[src/rtl/binary_quiz_engine.sv]
// ============================================================================
// binary_quiz_engine
// ----------------------------------------------------------------------------
// Reaction/quiz game for a row of DIP switches. A free-running 16-bit LFSR
// supplies random non-zero targets. The player scores a hit by holding the
// switches equal to the target for STABLE_CYC consecutive cycles. In timed
// mode each round has a limit of TIMEOUT_CYC cycles, and every timeout costs
// one life. The game is won after ROUNDS hits and lost when the last life is
// gone.
//
// Ports
//   clk           system clock; every register updates on the rising edge
//   rst           synchronous, active-high reset
//   start         level; starts a game from IDLE or restarts one from OVER
//   timed         mode select, latched at game start (1 = timed with lives)
//   guess         player's switch value
//   target        number to reproduce; 0 outside PLAY
//   target_valid  high exactly while in PLAY
//   score         hits in the current game
//   lives_left    remaining lives (stays at LIVES in free play)
//   hit_pulse     one-cycle strobe, high in the HIT cycle
//   miss_pulse    one-cycle strobe, high in the MISS cycle
//   game_over     high in OVER
//   win           high in OVER when the game ended by reaching ROUNDS
//
// Legal parameter ranges: WIDTH 2..16, ROUNDS 1..255, LIVES 1..15,
// TIMEOUT_CYC >= 2, STABLE_CYC >= 1, SEED != 0.
// ============================================================================
module binary_quiz_engine #(
    parameter int          WIDTH       = 8,
    parameter int          ROUNDS      = 10,
    parameter int          LIVES       = 3,
    parameter int          TIMEOUT_CYC = 50_000_000,
    parameter int          STABLE_CYC  = 1024,
    parameter logic [15:0] SEED        = 16'hACE1
) (
    input  logic             clk,
    input  logic             rst,
    input  logic             start,
    input  logic             timed,
    input  logic [WIDTH-1:0] guess,
    output logic [WIDTH-1:0] target,
    output logic             target_valid,
    output logic [7:0]       score,
    output logic [3:0]       lives_left,
    output logic             hit_pulse,
    output logic             miss_pulse,
    output logic             game_over,
    output logic             win
);

    // The round timer counts 0..TIMEOUT_CYC-1. The match counter counts
    // 0..STABLE_CYC-1. Each counter is sized to its own range.
    localparam int TW = (TIMEOUT_CYC > 1) ? $clog2(TIMEOUT_CYC) : 1;
    localparam int MW = (STABLE_CYC > 1)  ? $clog2(STABLE_CYC)  : 1;

    localparam logic [TW-1:0] TIMER_LAST = TW'(TIMEOUT_CYC - 1);
    localparam logic [MW-1:0] MATCH_LAST = MW'(STABLE_CYC - 1);
    localparam logic [7:0]    ROUNDS_V   = 8'(ROUNDS);
    localparam logic [3:0]    LIVES_V    = 4'(LIVES);

    typedef enum logic [2:0] {
        S_IDLE,
        S_LOAD,
        S_PLAY,
        S_HIT,
        S_MISS,
        S_OVER
    } state_t;

    // ------------------------------------------------------------------------
    // Registered state
    // ------------------------------------------------------------------------
    state_t          state;
    logic [15:0]     lfsr;
    logic            timed_q;
    logic [MW-1:0]   match_cnt;
    logic [TW-1:0]   timer;

    // Next-state values, computed combinationally
    state_t          state_d;
    logic            timed_d;
    logic [MW-1:0]   match_d;
    logic [TW-1:0]   timer_d;
    logic [WIDTH-1:0] target_d;
    logic            target_valid_d;
    logic [7:0]      score_d;
    logic [3:0]      lives_d;
    logic            hit_d;
    logic            miss_d;
    logic            over_d;
    logic            win_d;

    // Fibonacci LFSR, taps 16,14,13,11 (bit indices 15,13,12,10).
    logic            lfsr_fb;
    logic [WIDTH-1:0] candidate;
    logic            guess_eq;
    logic            hit_now;
    logic            timeout_now;

    assign lfsr_fb     = lfsr[15] ^ lfsr[13] ^ lfsr[12] ^ lfsr[10];
    assign candidate   = lfsr[WIDTH-1:0];
    assign guess_eq    = (guess == target);
    // A hit needs STABLE_CYC matching cycles in a row: the counter already
    // holds STABLE_CYC-1 earlier matches, and this cycle also matches.
    assign hit_now     = guess_eq && (match_cnt == MATCH_LAST);
    assign timeout_now = timed_q && (timer == TIMER_LAST);

    // ------------------------------------------------------------------------
    // Next-state and next-output logic
    // ------------------------------------------------------------------------
    always_comb begin
        // NOTE: every signal gets a default before the case so no path
        // leaves one unassigned; otherwise synthesis infers a latch.
        state_d        = state;
        timed_d        = timed_q;
        match_d        = match_cnt;
        timer_d        = timer;
        target_d       = target;
        target_valid_d = target_valid;
        score_d        = score;
        lives_d        = lives_left;
        hit_d          = 1'b0;
        miss_d         = 1'b0;
        over_d         = game_over;
        win_d          = win;

        case (state)
            S_IDLE: begin
                if (start) begin
                    state_d = S_LOAD;
                    timed_d = timed;
                    score_d = 8'd0;
                    lives_d = LIVES_V;
                end
            end

            S_LOAD: begin
                // Zero is never a valid target. A candidate equal to the
                // current switches would score for free, so draw again.
                if ((candidate != '0) && (candidate != guess)) begin
                    state_d        = S_PLAY;
                    target_d       = candidate;
                    target_valid_d = 1'b1;
                    match_d        = '0;
                    timer_d        = '0;
                end
            end

            S_PLAY: begin
                if (hit_now) begin
                    // A hit wins over a timeout in the same cycle.
                    state_d        = S_HIT;
                    hit_d          = 1'b1;
                    score_d        = (score == 8'hFF) ? score : score + 8'd1;
                    target_d       = '0;
                    target_valid_d = 1'b0;
                    match_d        = '0;
                end else if (timeout_now) begin
                    state_d        = S_MISS;
                    miss_d         = 1'b1;
                    lives_d        = lives_left - 4'd1;
                    target_d       = '0;
                    target_valid_d = 1'b0;
                    match_d        = '0;
                end else begin
                    match_d = guess_eq ? match_cnt + 1'b1 : '0;
                    timer_d = timed_q ? timer + 1'b1 : '0;
                end
            end

            S_HIT: begin
                // score already holds the incremented value in this cycle.
                if (score == ROUNDS_V) begin
                    state_d = S_OVER;
                    over_d  = 1'b1;
                    win_d   = 1'b1;
                end else begin
                    state_d = S_LOAD;
                end
            end

            S_MISS: begin
                if (lives_left == 4'd0) begin
                    state_d = S_OVER;
                    over_d  = 1'b1;
                    win_d   = 1'b0;
                end else begin
                    state_d = S_LOAD;
                end
            end

            S_OVER: begin
                if (start) begin
                    state_d = S_LOAD;
                    timed_d = timed;
                    score_d = 8'd0;
                    lives_d = LIVES_V;
                    over_d  = 1'b0;
                    win_d   = 1'b0;
                end
            end

            default: begin
                state_d = S_IDLE;
            end
        endcase
    end

    // ------------------------------------------------------------------------
    // State and output registers
    // ------------------------------------------------------------------------
    always_ff @(posedge clk) begin
        // NOTE: sequential state uses non-blocking assignments so that all
        // registers sample their inputs as they were before this edge.
        if (rst) begin
            state        <= S_IDLE;
            lfsr         <= SEED;
            timed_q      <= 1'b0;
            match_cnt    <= '0;
            timer        <= '0;
            target       <= '0;
            target_valid <= 1'b0;
            score        <= 8'd0;
            lives_left   <= LIVES_V;
            hit_pulse    <= 1'b0;
            miss_pulse   <= 1'b0;
            game_over    <= 1'b0;
            win          <= 1'b0;
        end else begin
            state        <= state_d;
            lfsr         <= {lfsr[14:0], lfsr_fb};
            timed_q      <= timed_d;
            match_cnt    <= match_d;
            timer        <= timer_d;
            target       <= target_d;
            target_valid <= target_valid_d;
            score        <= score_d;
            lives_left   <= lives_d;
            hit_pulse    <= hit_d;
            miss_pulse   <= miss_d;
            game_over    <= over_d;
            win          <= win_d;
        end
    end

endmodule

[config.mk]
export PLATFORM = sky130hd
export DESIGN_NAME = binary_quiz_engine
export DESIGN_NICKNAME = d
export VERILOG_FILES = /design/src/rtl/binary_quiz_engine.sv
export SDC_FILE = /design/constraint.sdc
export NUM_CORES = 1
export LEC_CHECK = 0
export CORE_ASPECT_RATIO = 1.2
export CORE_MARGIN = 2
export CORE_UTILIZATION = 45
export DETAILED_ROUTE_END_ITERATION = 12
export GPL_TIMING_DRIVEN = 0
export PLACE_DENSITY = 0.66
export SLEW_MARGIN = 20
export SYNTH_ARGS = -nofsm -noshare
export SYNTH_HDL_FRONTEND = slang
export SYNTH_SLANG_ARGS = --single-unit
[constraint.sdc]
create_clock -name clk -period 3.28 [get_ports clk]
set_input_delay 0.492 -clock clk [delete_from_list [all_inputs] [get_ports clk]]
set_output_delay 0.492 -clock clk [all_outputs]
set_load 0.005 [all_outputs]
==> impl_metrics.tcl, run 1 <==
set metrics [dict create \
    dp_cells 652 \
    post_route_cells_drive_above_1_share_pct 9.85 \
    clock_latency_ns 0.37 \
    grt.total_usage_pct 22.4 \
    clock_tree.buffer_depth 2 \
    sum_of_negative_setup_slack_ns 0 \
    cp_top_family "buffers and inverters" \
    final_min_period_over_clock_period_pct 90.3 \
    worst_setup_path_start_kind "input pin" \
    timing.fmax_ghz 0.337 \
    yosys.area.top_type "dfxtp_1" \
    detail_route.first_pass.iterations 4 \
    postSynthCellCount 497 \
    final.fill_count 893 \
    grt-ovfl-total 0 \
    die_h_um 109 \
    asyncSetResetFlopFracSynth_pct 0 \
    post-layout-total-power_mw 2.70 \
    effective_utilization_at_floorplan_pct 46.0 \
    synth-edff-count 0 \
    synth.most_common_cell "dfxtp_1" \
    cp_common_cell "clkbuf_1" \
    number_of_distinct_library_cell_variants_in_the_gate_level_netlist_after_synthesis 63 \
    design.die.area_sq_mm 0.00991 \
    maximum_vdd_ir_drop_mv 0.314 \
    maxCapViolCount 0 \
    layout_min_cycle_time_ns 2.96 \
    area_delta_synth_final_pct 17.7 \
    routed_wirelength_mm 10.5 \
    timing_max_transition_violations_final 0 \
    critPathRequiredTime_ns 3.57 \
    setup_violations 0 \
    top_usage_layer_grt "met2" \
    dieWidth_um 91.2 \
    initial_antenna_violation_count 0 \
    clk_root_buffer_cell "clkbuf_8" \
    cts_resized 0 \
    cts_max_level 3 \
    synthDominantCellAreaShare_pct 39.5 \
    synth-main-ff-cell "dfxtp_1" \
    met3_demand_to_capacity_share_in_global_routing_pct 4.91 \
    avgSynthCellArea_sq_um 8.26 \
    worst-setup-path-type "input pin to flip-flop" \
    wl_per_cell_um 15.8 \
    net_count_after_synthesis 515 \
    cts_hold_buf 0 \
    synthesis.yosys.warnings 0 \
    place_congestion 0.855 \
    detail_route.drc_violations 0 \
    finalWorstSetupSlack_ns 0.317 \
    worstPathCellList "clkdlybuf4s50_1 > xor2_1 > nor4_1 > a21boi_0 > nor2_1 > clkbuf_1 > clkbuf_1 > o21ai_0 > a21oi_1" \
    critical_path.slowest_cell "clkbuf_1" \
    finClkSkew_ns 0.00694 \
    cp.arrival_ns 3.25 \
    setup_repair_after_global_routing_missed_its_margin "false" \
    vias 3815 \
    std_cell_rows 38 \
    ys_top_cells_by_area "dfxtp_1 39%, a21oi_1 4.9%, nand2_1 4.4%" \
    cts_inserted_buffers 9 \
    hold_viol 0 \
    post-cts-setup-buffers 0 \
    slew_at_the_pin_closest_to_its_max_slew_limit_ns 0.751 \
    syn-cell-area_sq_mm 0.00411 \
    outcome "complete, no violations" \
    drt_first_iter_violations 207 \
    synth.cells.most_frequent "81 x dfxtp_1, 48 x nand2_1, 40 x a21oi_1" \
    cp_slowest_stage_delay_ns 0.48 \
    clkTransAtPathRegs_ns 0.09 \
    cts_tree "built" \
    wire_length_of_the_first_global_routing_pass_mm 17.6 \
    preCtsSetupSlack_ns 0.0270 \
    globalRouteMet1Util_pct 27.6 \
    min-delay-path-class "flip-flop to flip-flop" \
    sum_of_buffers_and_inverters_on_the_critical_path 3 \
    floorplan.core_area_sq_mm 0.00894 \
    post-route-util_pct 54.1 \
    instances_no_fill 668 \
    ys_seq_elements 81 \
    critical_path.max_fanout 10 \
    maximum_number_of_pins_on_one_net_before_global_route_repair 15 \
    antenna-diode-count 0 \
    synth_sequential_area_ratio_pct 39.5 \
    top_level_ports 37 \
    power.density_cell_area_mw_per_mm2 558 \
    first_global_vias 3706 \
    slew_headroom_pct 49.5 \
    finalNetCount 561 \
    viasPerCell 5.71 \
    ant_nets 0 \
    port_buffers 35 \
    groute.layer.met2.usage_pct 36.5 \
    critical_path.endpoint_type "flip-flop" \
    cts_sinks 81 \
    dp_hpwl_mm 7.67 \
    static-leakage-power_nw 1.68 \
]
metal layers:
layer | share of wire (%) | vias up
met4 | 4.0 | 0
li1 | - | 1899
met2 | 46 | 81
met5 | 0 | -
met3 | 3.4 | 35
met1 | 47 | 1800
placed cells by master (no fill, tap or decap), types with 3 or more instances in the layout:
cell              n
clkdlybuf4s50_1  35
buf_1             4
nor3_1           11
and2_1            6
o21ai_0          32
and3_1           12
inv_1             8
nor4_1            8
a21oi_1          40
nor2_1           37
a311oi_1          5
or4_1             3
a21boi_0          3
clkbuf_8         10
nand4_1           9
or3b_2            4
buf_6             3
a21o_1            4
xor2_1           19
buf_4             3
or2_2             9
or3_1            16
dfxtp_1          81
o21a_1            3
nand2b_1          4
a31oi_1          14
nand2_1          48
nand3_1          32
mux2i_1           3
nor2b_1          14
ha_1              6
clkbuf_1         11
through the flow:
step,area [sq um],hold WS (ns)
detailed placement,4610,0.403
global route,4840,0.436
global placement,4610,0.393
finish,4840,0.421
floorplan,4110,0.389
CTS,4840,0.427
worst paths after layout:
check	from	endpoint	slack, ns	cells after the start
worst max-delay path	guess[0]	target[4]	0.32	9
worst min-delay path	lfsr[14]	lfsr[15]	0.42	1
worst max register to register	lfsr[7]	target[4]	0.56	8
worst min register to register	lfsr[14]	lfsr[15]	0.42	1
sequential cells by signal, indices dropped and copies added, names as in the netlist:
register,flops
target_valid,1
lfsr,16
hit_pulse,1
target,8
lives_left,4
match_cnt,10
win,1
state,3
timed_q,1
score,8
timer,26
miss_pulse,1
game_over,1
layout make-up:
cell class	instances	area, sq um	area share (%)
Multi-Input combinational cell	385	2330	48.3
Sequential cell	81	1620	33.5
Timing Repair Buffer	35	350	7.24
Tap cell	120	150	3.10
Clock buffer	10	138	2.85
Buffer	23	123	2.54
Clock inverter	6	90.1	1.86
Inverter	8	30.0	0.621
cell families (layout without fill, tap and decap cells):
family / Yosys count / after routing / synth area share, %
AND/OR/NAND/NOR: 236 / 236 / 31.7
XOR/XNOR: 21 / 21 / 4.48
buffers and inverters: 31 / 82 / 3.72
multiplexers: 5 / 5 / 1.28
flip-flops: 81 / 81 / 39.5
adder cells (fa/ha/maj): 6 / 6 / 1.83
AO/OA/AOI/OAI: 117 / 117 / 17.5
report_power, final:
group,total (mW),switching [mW],internal (mW)
clock network,0.841,0.389,0.452
registers,1.13,0.0801,1.05
logic,0.731,0.464,0.267
total,2.70,0.933,1.77
Power figures use the tool's default switching activity.
==> run 2: changes to the inputs <==
- SLEW_MARGIN: 20 -> default
==> results of run 2 <==
Same layout as run 1: the final DEF is identical, and so are final timing and power.
